===== config.mk =====
export PLATFORM = sky130hd
export DESIGN_NAME = mips_cpu_hilo_issue
export DESIGN_NICKNAME = d
export VERILOG_FILES = /design/src/rtl/mips_cpu_pkg.sv /design/src/rtl/mips_cpu_hilo_issue.sv
export SDC_FILE = /design/constraint.sdc
export NUM_CORES = 1
export LEC_CHECK = 0
export BUFFER_PORTS_ARGS = -buffer_cell sky130_fd_sc_hd__buf_2
export CORE_UTILIZATION = 26
export DETAILED_ROUTE_END_ITERATION = 10
export PLACE_DENSITY_LB_ADDON = 0.05
export SLEW_MARGIN = 0
export SYNTH_ARGS = -nofsm -noshare
export SYNTH_HDL_FRONTEND = slang
export SYNTH_SLANG_ARGS = --single-unit

===== constraint.sdc =====
create_clock -name clk -period 5.25 [get_ports clk]
set_clock_uncertainty 0.05 [all_clocks]
set_input_delay 1.05 -clock clk [delete_from_list [all_inputs] [get_ports clk]]
set_output_delay 1.05 -clock clk [all_outputs]
set_load 0.01 [all_outputs]

===== src/rtl/mips_cpu_pkg.sv =====
// Shared definitions for the HI/LO issue logic:
// funct encodings, issue FSM states and decode helpers.
package mips_cpu_pkg;

    localparam logic [5:0] F_NONE  = 6'b000000;
    localparam logic [5:0] F_MFHI  = 6'b010000;
    localparam logic [5:0] F_MTHI  = 6'b010001;
    localparam logic [5:0] F_MFLO  = 6'b010010;
    localparam logic [5:0] F_MTLO  = 6'b010011;
    localparam logic [5:0] F_MULT  = 6'b011000;
    localparam logic [5:0] F_MULTU = 6'b011001;
    localparam logic [5:0] F_DIV   = 6'b011010;
    localparam logic [5:0] F_DIVU  = 6'b011011;

    typedef enum logic [2:0] {
        IDLE,
        MOVE,
        MUL_HOLD,
        DIV_START,
        DIV_RUN,
        DIV_FIN,
        READ
    } state_t;

    // IDLE doubles as "not a HI/LO instruction"
    function automatic state_t entry_state(input logic [5:0] f);
        state_t s;
        case (f)
            F_MFHI, F_MFLO:  s = READ;
            F_MTHI, F_MTLO:  s = MOVE;
            F_MULT, F_MULTU: s = MOVE;
            F_DIV, F_DIVU:   s = DIV_START;
            default:         s = IDLE;
        endcase
        return s;
    endfunction

    function automatic logic is_mult(input logic [5:0] f);
        return (f == F_MULT) || (f == F_MULTU);
    endfunction

    function automatic logic drives_opcode(input state_t s);
        logic d;
        case (s)
            MOVE, MUL_HOLD:             d = 1'b1;
            DIV_START, DIV_RUN, DIV_FIN: d = 1'b1;
            default:                    d = 1'b0;
        endcase
        return d;
    endfunction

endpackage


===== src/rtl/mips_cpu_hilo_issue.sv =====
// Issues HI/LO-class R-type instructions to the HI/LO unit,
// sequencing moves, multiplies, divides (with timeout) and reads.
module mips_cpu_hilo_issue
    import mips_cpu_pkg::*;
#(
    parameter int unsigned DIV_TIMEOUT = 40
) (
    input  logic        clk,
    input  logic        reset,
    input  logic        instr_valid,
    input  logic [5:0]  funct,
    input  logic [31:0] rs_data,
    input  logic [31:0] rt_data,
    input  logic        hilo_valid_out,
    input  logic [31:0] hi_in,
    input  logic [31:0] lo_in,
    output logic [5:0]  opcode,
    output logic [31:0] a,
    output logic [31:0] b,
    output logic        valid_in,
    output logic        stall,
    output logic [31:0] rd_data,
    output logic        rd_valid,
    output logic        div_timeout
);

    localparam logic [5:0] CNT_LAST = 6'(DIV_TIMEOUT - 1);

    state_t     state_q;
    state_t     state_d;
    logic [5:0] op_q;
    logic [5:0] cnt_q;
    logic       accept;
    logic       run_wait;
    logic       timeout_hit;

    assign accept = (state_q == IDLE) && instr_valid &&
                    (entry_state(funct) != IDLE);

    // completion wins over timeout on the same cycle
    assign run_wait    = (state_q == DIV_RUN) && !hilo_valid_out;
    assign timeout_hit = run_wait && (cnt_q == CNT_LAST);

    always_ff @(posedge clk or posedge reset) begin
        if (reset) begin
            state_q <= IDLE;
        end else begin
            state_q <= state_d;
        end
    end

    always_comb begin
        state_d = state_q;
        unique case (state_q)
            IDLE: begin
                if (accept) begin
                    state_d = entry_state(funct);
                end
            end
            MOVE: begin
                state_d = is_mult(op_q) ? MUL_HOLD : IDLE;
            end
            MUL_HOLD: begin
                state_d = IDLE;
            end
            DIV_START: begin
                state_d = DIV_RUN;
            end
            DIV_RUN: begin
                if (hilo_valid_out) begin
                    state_d = DIV_FIN;
                end else if (timeout_hit) begin
                    state_d = IDLE;
                end
            end
            DIV_FIN: begin
                state_d = IDLE;
            end
            READ: begin
                state_d = IDLE;
            end
            default: begin
                state_d = IDLE;
            end
        endcase
    end

    always_comb begin
        opcode   = F_NONE;
        valid_in = 1'b0;
        stall    = (state_q != IDLE);
        if (drives_opcode(state_q)) begin
            opcode = op_q;
        end
        if (state_q == DIV_START) begin
            valid_in = 1'b1;
        end
    end

    always_ff @(posedge clk or posedge reset) begin
        if (reset) begin
            op_q <= F_NONE;
            a    <= '0;
            b    <= '0;
        end else if (accept) begin
            op_q <= funct;
            a    <= rs_data;
            b    <= rt_data;
        end
    end

    always_ff @(posedge clk or posedge reset) begin
        if (reset) begin
            rd_data  <= '0;
            rd_valid <= 1'b0;
        end else begin
            rd_valid <= 1'b0;
            if (state_q == READ) begin
                rd_data  <= (op_q == F_MFHI) ? hi_in : lo_in;
                rd_valid <= 1'b1;
            end
        end
    end

    always_ff @(posedge clk or posedge reset) begin
        if (reset) begin
            cnt_q       <= '0;
            div_timeout <= 1'b0;
        end else begin
            div_timeout <= 1'b0;
            if (timeout_hit) begin
                cnt_q       <= '0;
                div_timeout <= 1'b1;
            end else if (run_wait) begin
                cnt_q <= cnt_q + 6'd1;
            end else begin
                cnt_q <= '0;
            end
        end
    end

endmodule

==> results of run 1 <==
critical path: stages:
cell                      delay [ns]
sky130_fd_sc_hd__buf_2          0.10
sky130_fd_sc_hd__nor3b_1        0.42
sky130_fd_sc_hd__and2_1         0.22
sky130_fd_sc_hd__nand2_2        0.50
sky130_fd_sc_hd__buf_4          0.48
sky130_fd_sc_hd__mux2_2         0.31
through the flow:
step / cell area (µm²) / worst slack [ns] / cells / utilization, %
after floorplan: 4600 / 1.16 / 388 / -
after global placement: 6040 / 1.98 / 840 / 34.9
after detailed placement: 6040 / 1.90 / 840 / 34.9
after CTS: 6680 / 2.34 / 872 / 38.6
after global routing: 6680 / 2.20 / 872 / 38.6
final: 6680 / 2.37 / 872 / 38.6
how the worst max path moves through the flow:
stage	startpoint	endpoint	slack [ns]
floorplan	reset	a[0]	1.16
global placement	funct[2]	a[1]	1.98
detailed placement	funct[2]	b[27]	1.90
CTS	funct[2]	a[25]	2.34
global route	funct[2]	b[26]	2.20
finish	funct[2]	b[17]	2.37
per-layer routing:
| layer | GRT usage (%) | routed length, µm | share of wire (%) |
|---|---|---|---|
| met1 | 17.1 | 5400 | 42 |
| met2 | 23.8 | 6210 | 49 |
| met3 | 4.99 | 972 | 7.6 |
| met4 | 5.81 | 151 | 1.2 |
| met5 | 0 | 0 | 0 |
cell families after synthesis:
| family | share of synthesized area, % |
|---|---|
| simple gates | 13.0 |
| fa+ha+maj | 0.272 |
| buf+inv | 2.74 |
| flops | 61.4 |
| mux | 16.4 |
| xor+xnor | 0.761 |
| compound gates | 5.38 |
report_power, final:
group	switching, mW	leakage (nW)	internal (mW)
logic	0.242	1.63	0.229
clock network	0.419	0.307	0.822
registers	0.0595	1.28	0.998
total	0.720	3.22	2.05
state kept, by name, indices dropped and copies added, names as in the netlist:
name         flops
state_q          3
op_q             6
rd_valid         1
div_timeout      1
a               32
b               32
cnt_q            6
rd_data         32
cells in the final DEF, fill, tap and decap left out, types with 5 or more instances in the layout:
cell type	count
sky130_fd_sc_hd__mux2_2	50
sky130_fd_sc_hd__buf_2	243
sky130_fd_sc_hd__a31oi_1	32
sky130_fd_sc_hd__dfrtp_1	113
sky130_fd_sc_hd__nand2_1	66
sky130_fd_sc_hd__buf_4	5
sky130_fd_sc_hd__and3_1	6
sky130_fd_sc_hd__clkbuf_16	17
sky130_fd_sc_hd__nor2_1	44
sky130_fd_sc_hd__mux2_1	17
cell type report:
type	count	area, µm²
Timing Repair Buffer	248	1250
Sequential cell	113	2830
Clock buffer	20	457
Multi-Input combinational cell	251	1670
Clock inverter	12	180
Fill cell	1765	10600
Inverter	3	13.8
Tap cell	225	282
==> results.md, run 1 <==
### Synthesis
* 0 — number of warnings issued by yosys
* sky130_fd_sc_hd__dfrtp_1, sky130_fd_sc_hd__mux2_2, sky130_fd_sc_hd__nand2_1 — cells taking the most area after synthesis
* 388 — Gate Count Post-Synth
* sky130_fd_sc_hd__dfrtp_1 — Synth area leader
* 61.4% — share of Yosys cell area claimed by the top area cell type
* sky130_fd_sc_hd__dfrtp_1, sky130_fd_sc_hd__nand2_1, sky130_fd_sc_hd__mux2_2 — commonest cells in the netlist
* 527 — synthesized net count
* 100% — Synth async-reset ratio
* 30 — distinct cell type count of the synthesized netlist
* 113 — Seq cells post-synth
* sky130_fd_sc_hd__dfrtp_1 — most used standard cell by instance count after synthesis
* 4600 µm² — area of the mapped netlist
* 61.4% — sequential-to-total area share from yosys stat
* 0 — number of synthesized flops with an enable pin
* sky130_fd_sc_hd__dfrtp_1 — top flip-flop cell by instance count after synthesis
* 11.9 µm² — Post-Syn Area per Cell

### Power and ir drop
* 0.000208 V — worst supply voltage drop on vdd
* 3.22 nW — Static Leakage
* 2.77 mW — overall power
* 414 nW/µm² — Pwr per Cell Area

### STA
* 2.88 ns — final critical-path required period
* 54.9% — share of the clock period used by the worst path after layout
* 1.20 ns — transition time at the pin with the least slew margin
* 19.9% — headroom to the max-slew limit
* 0.408 ns — worst hold slack after final layout
* 0.347 GHz — timing-limited maximum frequency
* 0 — final number of max-transition violations
* 0 — number of failing hold endpoints at the final stage
* 0 ns — final setup TNS
* false — unrepaired setup endpoints after global routing
* 0 — final setup violating endpoints

### Die
* 48 — number of cell rows
* 135 µm — die outline height
* 135 µm — Die Wd
* 244 — number of ports placed on the die boundary
* 18200 µm² — die footprint
* 26.6% — effective utilization at floorplan
* 17300 µm² — core area

### Placement
* 243 — number of port buffers
* 0.716 — RD Place Congestion
* 9110 µm — placed wire-length estimate after detailed placement

### Global routing
* 19900 µm — first-pass GRT wire length
* 14.4% — total track usage
* 76 — pin count of the biggest net entering global routing
* 0 — total grt overflow
* 0 — initial antenna violation count
* 3939 — number of global-route vias before repair

### Setup path
* 5 — Reg2Reg Depth
* flip-flop — crit path capture type
* state_q[0] — reg-to-reg critical path startpoint
* 2.83 ns — setup slack, reg-to-reg
* 5.49 ns — Worst Path Required
* in2reg — type of the worst setup path
* 3.12 ns — crit path DAT
* 37 — critical path fanouts, max
* b[17] — reg2reg end
* input pin — launching element type of the critical path

### Hold path
* reg2reg — class of the most critical hold timing path
* cnt_q[0] — terminating pin of the worst hold path
* cnt_q[0] — start point of the worst hold path
* 1 — cell depth of the worst min-delay path

### Clock tree
* 2 — CTS max path bufs
* 17 — Num CTS Buffers
* built — CTS tree
* 113 — total number of clock tree sinks
* 4 — htree depth
* sky130_fd_sc_hd__clkbuf_16 — root buf cell
* 0.41 ns — clock network latency to the later pin of the worst-skew pair
* 0 — number of hold buffers added after cts
* 0 — Post-CTS Setup Repair Bufs
* 0.06 ns — clock transition at the registers of the reported paths
* 0 — number of instances resized during post-cts repair

### Layout
* 0 — antenna diode count
* 773 — Post-layout nets
* 51.6% — layout cell share with drive strength beyond 1
* 45.1% — layout overhead on the synthesized area

### Routing
* 0 — Residual DRC
* 14.6 µm — average detailed-routed wire length per instance
* 0 — antenna-violating nets left
* 12700 µm — final wirelength
* 4.35 — per-cell via count in the routed design
* 4 — router iterations before antenna repair
* 97 — violation count after the first detailed-routing iteration
* 3797 — total vias in the final route

### Outcome
* finished, final reports clean — result of the run

### Job
* 0 — count of maximum capacitance violations

Note: power is estimated with default switching activity, not from simulation.
==> inputs of run 2 (changes only) <==
- ABC_AREA: unset -> 1
- clock period: 5.25 -> 2.5 ns (I/O delays scaled with it)
==> run 2 against run 1 <==
Effect of this change:
- combinational power rose by 100%
- critical endpoint is now opcode[4]
- largest power group unchanged
- worst hold slack got worse by 0.17 ns
- first-iteration DRC count rose to 2.8 times the previous value
- core utilization fell by 1.2 points
- via count rose by 26%
- clock-buffer cell count rose by 1
- sequential share of layout area fell by 2.5 points
==> results.md, run 2 <==
### Outcome
* finished, final reports clean — result of the run

### Setup path
* reg2out — type of the worst setup path
* output port — crit path capture type
* flip-flop — launching element type of the critical path
* 1.57 ns — crit path DAT, -1.55 ns
* 1.95 ns — Worst Path Required, -3.54 ns
* 12 — critical path fanouts, max, -68%
* 0.84 ns — setup slack, reg-to-reg, -1.99 ns

### Clock tree
* built — CTS tree
* 0.05 ns — clock transition at the registers of the reported paths, about the same
* 113 — total number of clock tree sinks, unchanged
* 2 — CTS max path bufs, unchanged
* 4 — htree depth, unchanged
* sky130_fd_sc_hd__clkbuf_16 — root buf cell
* 0.41 ns — clock network latency to the later pin of the worst-skew pair, about the same
* 17 — Num CTS Buffers, unchanged

### Routing
* 0 — antenna-violating nets left, unchanged
* 4784 — total vias in the final route, +26%
* 0 — Residual DRC, unchanged
* 4.23 — per-cell via count in the routed design, -2.9%
* 13.3 µm — average detailed-routed wire length per instance, -8.9%
* 273 — violation count after the first detailed-routing iteration, +180%
* 4 — router iterations before antenna repair, unchanged
* 15000 µm — final wirelength, +18%

### Layout
* 7100 µm² — final design area excluding fillers, +6.3%
* a x32, b x32, rd_data x32 — biggest registers after layout
* 1820 µm² — area occupied by multi-input gates, +9.5%
* 998 — Post-layout nets, +29%
* 2830 µm² — sequential standard cell area, unchanged
* 39.6% — layout overhead on the synthesized area
* sky130_fd_sc_hd__nand2_1 — leading cell type in the layout, fill and taps excluded
* 2015 — Filler cells, +14%
* sky130_fd_sc_hd__nand2_1, sky130_fd_sc_hd__buf_2, sky130_fd_sc_hd__dfrtp_1 — highest-count cells in the layout ignoring fill and taps
* 0 — antenna diode count, unchanged
* 33.8% — layout cell share with drive strength beyond 1, -18 points
* 37.5% — final core utilization, -1.2 points

### Global routing
* 23500 µm — first-pass GRT wire length, +18%
* 6.21% — met3 Use GR, +1.2 points
* 0 — initial antenna violation count, unchanged
* 23.8% — GRT met2 Usage, +0.030 points
* 4638 — number of global-route vias before repair, +18%
* met2 — highest-utilization routing layer at the global route stage
* 0 — total grt overflow, unchanged
* 15.1% — total track usage, +0.73 points
* 107 — pin count of the biggest net entering global routing, +41%
* 18.6% — met1 GRT Util, +1.5 points

### Hold path
* in2reg — class of the most critical hold timing path

### STA
* false — unrepaired setup endpoints after global routing
* 0.471 GHz — timing-limited maximum frequency
* 0 — final number of max-transition violations, unchanged
* 53.8% — headroom to the max-slew limit, +34 points
* 0.234 ns — worst hold slack after final layout, -0.174 ns
* 0 ns — final setup TNS, unchanged
* 0.693 ns — transition time at the pin with the least slew margin, -0.508 ns
* 2.12 ns — final critical-path required period
* 0 — final setup violating endpoints, unchanged
* 0 — number of failing hold endpoints at the final stage, unchanged
* 84.8% — share of the clock period used by the worst path after layout

### Synthesis
* 5090 µm² — area of the mapped netlist, +10%
* sky130_fd_sc_hd__nand2_1 — most used standard cell by instance count after synthesis
* sky130_fd_sc_hd__nand2_1, sky130_fd_sc_hd__dfrtp_1, sky130_fd_sc_hd__o21ai_0 — commonest cells in the netlist
* 55.6% — share of Yosys cell area claimed by the top area cell type, -5.8 points
* sky130_fd_sc_hd__dfrtp_1 — top flip-flop cell by instance count after synthesis
* 113 — Seq cells post-synth, unchanged
* sky130_fd_sc_hd__dfrtp_1 — Synth area leader
* 55.6% — sequential-to-total area share from yosys stat, -5.8 points
* 100% — Synth async-reset ratio, unchanged
* 28 — distinct cell type count of the synthesized netlist, -6.7%
* 623 — Gate Count Post-Synth, +61%
* sky130_fd_sc_hd__dfrtp_1, sky130_fd_sc_hd__nand2_1, sky130_fd_sc_hd__o21ai_0 — cells taking the most area after synthesis
* 0 — number of synthesized flops with an enable pin, unchanged
* 0 — number of warnings issued by yosys, unchanged
* 8.17 µm² — Post-Syn Area per Cell, -31%
* 762 — synthesized net count, +45%

### Power and ir drop
* 798 nW/µm² — Pwr per Cell Area, +93%
* 5.67 mW — overall power, +100%
* 3.96 nW — Static Leakage, +23%
* 0.000440 V — worst supply voltage drop on vdd, +110%

### Placement
* 243 — number of port buffers, unchanged
* 6480 µm² — area of placed instances, +7.2%
* 10200 µm — placed wire-length estimate after detailed placement, +12%
* 0.802 — RD Place Congestion, +12%

### Job
* 0 — count of maximum capacitance violations, unchanged

### Die
* 244 — number of ports placed on the die boundary, unchanged
* 26.8% — effective utilization at floorplan, +0.22 points
* 50 — number of cell rows, +4.2%
* 142 µm — die outline height, +5.0%
* 20100 µm² — die footprint, +10%
* 142 µm — Die Wd, +5.0%
* 19000 µm² — core area, +9.6%

run 2: changes by cell type after synthesis, sizes merged, moves of 6 or more:
| cell | before | now |
|---|---|---|
| o21ai | 2 | 100 |
| nand2 | 67 | 248 |
| inv | 3 | 53 |
| and3 | 6 | 0 |
| a31oi | 32 | 0 |
| nor2 | 45 | 59 |
| buf | 14 | 26 |
| mux2 | 67 | 0 |
run 2: routing by layer:
metal / vias up / share of wire (%)
met5: - / 0
met4: 0 / 1.4
met2: 178 / 47
met1: 2194 / 43
li1: 2396 / -
met3: 16 / 8.9
run 2: path summary, 6_finish.rpt:
kind / end / depth (start not counted) / startpoint
hold / removal: b[16] / 3 / rt_data[16]
max in group asynchronous: rd_data[0] / 4 / reset
hold reg to reg: b[3] / 2 / b[3]
setup / recovery: opcode[4] / 5 / state_q[1]
min in group asynchronous: rd_data[20] / 3 / reset
setup reg to reg: b[11] / 6 / state_q[1]
run 2: cell families after synthesis:
| logic type | count (synthesis) | synth area share (%) |
|---|---|---|
| simple gates | 320 | 25.4 |
| flops | 113 | 55.6 |
| compound gates | 102 | 10.0 |
| buf+inv | 86 | 8.56 |
| xor+xnor | 1 | 0.172 |
| fa+ha+maj | 1 | 0.246 |
run 2: critical path: stages (launching register included):
cell and delay (ns):
sky130_fd_sc_hd__dfrtp_1 0.44, sky130_fd_sc_hd__nor2_4 0.17, sky130_fd_sc_hd__nand2_4 0.14, sky130_fd_sc_hd__nand2_1 0.20
sky130_fd_sc_hd__nor2_1 0.07, sky130_fd_sc_hd__buf_2 0.14
run 2: power by group:
part / switching [mW] / internal (mW) / leakage (nW)
logic: 0.568 / 0.389 / 2.26
registers: 0.127 / 2.08 / 1.40
clock network: 0.843 / 1.66 / 0.297
total: 1.54 / 4.13 / 3.96
run 2: repair_timing:
action	in CTS	in global routing
endpoints found under the hold margin	7	0
resized for setup	0	0
buffers inserted	0	0
hold buffers	1	0
run 2: cell type report:
class                      instances  share of cell area, %
clock inverter                    10                   1.87
timing repair buffer             250                   18.4
tap                              260                   4.58
clock buffer                      21                   6.77
inverter                          53                   2.85
sequential                       113                   39.8
multi-input combinational        424                   25.7
run 2: through the flow:
stage | setup slack (ns) | std cells
after global placement | 0.653 | 1099
after CTS | 0.353 | 1131
after global routing | 0.268 | 1131
final | 0.379 | 1131
after detailed placement | 0.629 | 1099
after floorplan | 0.579 | 623
